--- config.mk ---
export PLATFORM = sky130hd
export DESIGN_NAME = debounce_sync
export DESIGN_NICKNAME = d
export VERILOG_FILES = /design/src/rtl/debounce_sync.sv
export SDC_FILE = /design/constraint.sdc
export NUM_CORES = 1
export LEC_CHECK = 0
export ABC_AREA = 0
export CORE_AREA = 8 8 45 47
export CTS_CLUSTER_SIZE = 28
export DETAILED_ROUTE_END_ITERATION = 10
export DIE_AREA = 0 0 53 55
export HOLD_SLACK_MARGIN = 0.03
export PLACE_DENSITY_LB_ADDON = 0.3
export SYNTH_ARGS = -nofsm -noshare
export SYNTH_HDL_FRONTEND = slang
export SYNTH_SLANG_ARGS = --single-unit
--- constraint.sdc ---
create_clock -name clk -period 1.45 [get_ports clk]
set_input_delay 0.435 -clock clk [delete_from_list [all_inputs] [get_ports clk]]
set_output_delay 0.435 -clock clk [all_outputs]
set_load 0.01 [all_outputs]
--- src/rtl/debounce_sync.sv ---
// Switch/button debouncer: a synchronizer chain followed by a four-state
// stability checker that drives a registered level and one-cycle edge pulses.
module debounce_sync #(
  parameter int SYNC_STAGES  = 2,
  parameter int STABLE_COUNT = 10,
  parameter int CNT_W        = 4
) (
  input  logic clk,
  input  logic rst_n,
  input  logic d,
  output logic q,
  output logic rise,
  output logic fall
);

  typedef enum logic [1:0] {
    LOW    = 2'd0,
    CHK_HI = 2'd1,
    HIGH   = 2'd2,
    CHK_LO = 2'd3
  } state_e;

  // One extra bit so STABLE_COUNT = 2**CNT_W is representable without wrap.
  localparam logic [CNT_W:0] CNT_MAX  = (CNT_W+1)'(STABLE_COUNT);
  localparam logic [CNT_W:0] CNT_ONE  = (CNT_W+1)'(1);
  localparam logic [CNT_W:0] CNT_ZERO = '0;

  logic [SYNC_STAGES-1:0] sync_q;
  logic                   s;

  state_e         state_q, state_d;
  logic [CNT_W:0] cnt_q, cnt_d;
  logic           q_q, q_d;
  logic           rise_q, rise_d;
  logic           fall_q, fall_d;

  // NOTE: sequential state uses non-blocking (<=) so every flop samples the
  // pre-edge values; blocking here would collapse the chain into one stage.
  always_ff @(posedge clk or negedge rst_n) begin
    if (!rst_n) begin
      sync_q <= '0;
    end else begin
      sync_q <= {sync_q[SYNC_STAGES-2:0], d};
    end
  end

  assign s = sync_q[SYNC_STAGES-1];

  always_ff @(posedge clk or negedge rst_n) begin
    if (!rst_n) begin
      state_q <= LOW;
      cnt_q   <= CNT_ZERO;
      q_q     <= 1'b0;
      rise_q  <= 1'b0;
      fall_q  <= 1'b0;
    end else begin
      state_q <= state_d;
      cnt_q   <= cnt_d;
      q_q     <= q_d;
      rise_q  <= rise_d;
      fall_q  <= fall_d;
    end
  end

  always_comb begin
    // NOTE: every output of this block is given a default first, so no path
    // through the case statement can leave one unassigned and infer a latch.
    state_d = state_q;
    cnt_d   = cnt_q;
    q_d     = q_q;
    rise_d  = 1'b0;
    fall_d  = 1'b0;

    unique case (state_q)
      LOW: begin
        if (s) begin
          state_d = CHK_HI;
          cnt_d   = CNT_ONE;
        end
      end
      CHK_HI: begin
        if (!s) begin
          state_d = LOW;
          cnt_d   = CNT_ZERO;
        end else if (cnt_q == CNT_MAX) begin
          state_d = HIGH;
          cnt_d   = CNT_ZERO;
          q_d     = 1'b1;
          rise_d  = 1'b1;
        end else begin
          cnt_d = cnt_q + CNT_ONE;
        end
      end
      HIGH: begin
        if (!s) begin
          state_d = CHK_LO;
          cnt_d   = CNT_ONE;
        end
      end
      CHK_LO: begin
        if (s) begin
          state_d = HIGH;
          cnt_d   = CNT_ZERO;
        end else if (cnt_q == CNT_MAX) begin
          state_d = LOW;
          cnt_d   = CNT_ZERO;
          q_d     = 1'b0;
          fall_d  = 1'b1;
        end else begin
          cnt_d = cnt_q + CNT_ONE;
        end
      end
      default: begin
        state_d = LOW;
        cnt_d   = CNT_ZERO;
        q_d     = 1'b0;
      end
    endcase
  end

  assign q    = q_q;
  assign rise = rise_q;
  assign fall = fall_q;

endmodule

==> impl_metrics.csv <==
group,metric,value,unit
run_status,status,"finished clean",
die,die_x,53,µm
die,start_util,39.7,%
hold_path,worst_hold_path_type,"reg2reg",
clock_tree,path_clk_slew,0.07,ns
final_layout,utilization,51.2,%
worst_setup_path,critical_path.top_delay_family,"flip-flops",
worst_setup_path,crit_buf_inv,1,
timing,worst_hold_slack,0.356,ns
placed_design,gp_congestion,0.739,
synth,synth-warning-count,0,
flow_run,cap_viol_max_count,0,
die,num_io_pins,6,
synth,synth.avg_cell_area,11.4,µm²
pwr,ir_drop,0.000507,V
worst_setup_path,endpoint_kind,"output port",
final_layout,final_net_count,68,
clock_tree,clock_insertion_delay_worst_skew,0.27,ns
worst_setup_path,critPathLaunchType,"flip-flop",
clock_tree,cts_tree,"built",
final_layout,final_area,708,µm²
worst_setup_path,cell_with_the_largest_stage_delay_on_the_worst_path,"sky130_fd_sc_hd__dfrtp_1",
global_route,grt_usage,8.08,%
synth,portion_of_the_post_synthesis_area_used_by_sequential_elements,54.7,%
clock_tree,clock_tree.root_cell,"sky130_fd_sc_hd__clkbuf_4",
die,die_height,55,µm
global_route,grt_start_max_net_pins,13,
timing,clock_skew,0.00485,ns
die,design.die.area,2920,µm²
placed_design,dpl-instance-area,657,µm²
detailed_routing,drt_wl_total,1060,µm
worst_setup_path,max_stage_delay,0.39,ns
final_layout,area_growth_syn_to_layout,28.9,%
clock_tree,cts_max_level,1,
final_layout,top_library_cells_by_usage_in_the_layout_fill_and_taps_aside,"sky130_fd_sc_hd__dfrtp_1, sky130_fd_sc_hd__buf_4, sky130_fd_sc_hd__nand3b_1",
timing,layout_worst_path_cycle_share,95.1,%
final_layout,layout-drive-gt1-share,27.4,%
detailed_routing,firstDrtPassIters,4,
worst_setup_path,timing.critical_path.cells,"dlygate4sd2_1",
synth,synthesis.instances,48,
worst_setup_path,cp.required,1.02,ns
detailed_routing,vias,416,
final_layout,commonest_non_fill_non_tap_cell_in_the_layout,"sky130_fd_sc_hd__dfrtp_1",
synth,yosys_register_bits,12,
synth,post_synth_instance_area,549,µm²
timing,maxSlewViolCount,0,
pwr,power_density,979,nW/µm²
synth,synth_fp_nets,53,
final_layout,insertedDiodeCount,0,
timing,worst_slew_margin_rel,76.9,%
placed_design,detailed_place_hpwl,749,µm
timing,clock.fmax,725,MHz
timing,timing_worst_slew_pin_value,0.347,ns
synth,synth_top_area_cell,"sky130_fd_sc_hd__dfrtp_1",
clock_tree,cts.sinks,12,
clock_tree,cts_inserted_buffers,3,
die,row_count,14,
timing,min_period,1.38,ns
synth,synth_cell_type_count,21,
worst_setup_path,path_max_fanout,3,
timing,totalNegativeSetupSlack,0,ns
clock_tree,cts_buffer_depth,2,
global_route,antenna_found_initial,0,
detailed_routing,drt_first_iter_violations,8,
timing,timing.final.hold_violations,0,
placed_design,numPlacedInstances,73,
global_route,grt_pass1_wl,1650,µm
pwr,cell_leakage_power,0.341,nW
synth,yosys-top-cells-area,"sky130_fd_sc_hd__dfrtp_1, sky130_fd_sc_hd__nand3b_1, sky130_fd_sc_hd__ha_1",
detailed_routing,drtAntennaViolNets,0,
timing,rsz0062_at_grt,"no",
timing,finalSetupViolCount,0,
final_layout,layout.cells.non_filler,78,
worst_setup_path,critPathArrivalTime,0.94,ns
die,core_area,1380,µm²
detailed_routing,drt-wirelength-per-cell,13.5,µm
synth,yosys.area.top_type_share,54.7,%
global_route,grt_remaining_overflow,0,
worst_setup_path,worstSetupPathType,"reg2out",
detailed_routing,viasPerCell,5.33,
placed_design,port_buffers,5,
global_route,vias_in_the_first_global_route,379,
detailed_routing,residual_drc_count,0,
-- Yosys cell counts --
| master | instances |
|---|---|
| sky130_fd_sc_hd__a21oi_1 | 3 |
| sky130_fd_sc_hd__a31o_2 | 1 |
| sky130_fd_sc_hd__a31oi_1 | 1 |
| sky130_fd_sc_hd__and3_1 | 1 |
| sky130_fd_sc_hd__and4bb_4 | 1 |
| sky130_fd_sc_hd__clkbuf_1 | 2 |
| sky130_fd_sc_hd__dfrtp_1 | 12 |
| sky130_fd_sc_hd__ha_1 | 2 |
| sky130_fd_sc_hd__inv_1 | 4 |
| sky130_fd_sc_hd__mux2i_1 | 1 |
| sky130_fd_sc_hd__nand2_1 | 2 |
| sky130_fd_sc_hd__nand2b_1 | 1 |
| sky130_fd_sc_hd__nand3_1 | 2 |
| sky130_fd_sc_hd__nand3b_1 | 4 |
| sky130_fd_sc_hd__nand4bb_1 | 1 |
| sky130_fd_sc_hd__nor3_1 | 2 |
| sky130_fd_sc_hd__o21a_1 | 1 |
| sky130_fd_sc_hd__o31ai_1 | 3 |
| sky130_fd_sc_hd__or4_1 | 1 |
| sky130_fd_sc_hd__xnor2_1 | 2 |
| sky130_fd_sc_hd__xor2_1 | 1 |
-- power breakdown --
part | internal, mW | total, mW | switching [mW] | leakage, nW
Sequential | 0.348 | 0.362 | 0.0141 | 0.157
Combinational | 0.0366 | 0.0692 | 0.0326 | 0.163
Clock | 0.152 | 0.262 | 0.110 | 0.0210
Total | 0.537 | 0.694 | 0.156 | 0.341
-- area by class of cell --
class,instances,area [µm²]
clock buffer,4,36.3
tap,16,20.0
sequential,12,300
timing repair buffer,12,98.8
fill,119,676
multi-input combinational,30,238
inverter,4,15.0
-- stage by stage --
stage | worst slack [ns] | power [mW]
final | 0.0711 | 0.694
after global routing | 0.0152 | 0.730
after floorplan | 0.0118 | 0.400
after global placement | 0.0425 | 0.436
after CTS | 0.0111 | 0.702
after detailed placement | 0.00248 | 0.436
-- kinds of logic (layout without fill, tap and decap cells) --
group / Yosys count / in the layout / synth area share [%]
multiplexers: 1 / 1 / 1.82
flip-flops: 12 / 12 / 54.7
XOR/XNOR: 3 / 3 / 4.78
AND/OR/NAND/NOR: 15 / 15 / 19.1
adder cells (fa/ha/maj): 2 / 2 / 4.56
AO/OA/AOI/OAI: 9 / 9 / 10.9
buffers and inverters: 6 / 20 / 4.10
-- sequential cells by signal, indices dropped and copies added, names as in the netlist, named ones only --
register  count
cnt_q         5
fall          1
q             1
rise          1
state_q       1
sync_q        2
-- worst paths after layout --
path | from | end | slack, ns | cells past startpoint
setup / recovery | q | q | 0.07 | 1
hold / removal | sync_q[0] | sync_q[1] | 0.36 | 0
setup reg to reg | cnt_q[1] | q | 0.08 | 5
hold reg to reg | sync_q[0] | sync_q[1] | 0.36 | 0
max in group asynchronous | rst_n | asynchronous set/reset pin | 0.84 | 2
min in group asynchronous | rst_n | cnt_q[1] | 0.45 | 2
-- layer usage --
metal	vias to the layer above	part of all wire, %	GRT usage, %
met5	-	0	0
met4	0	2.8	8.19
met3	4	5.5	3.21
met2	8	49	12.5
met1	202	42	8.02
li1	202	-	-
-- repair_timing --
item,in CTS,in global routing
gates resized for setup,4,3
hold endpoints to repair,0,0
pin swaps,1,3
setup endpoints to repair,4,1
setup buffers,1,0
cloned,0,0
hold buffers,0,0
No activity file was read; power rests on OpenSTA's default activity.
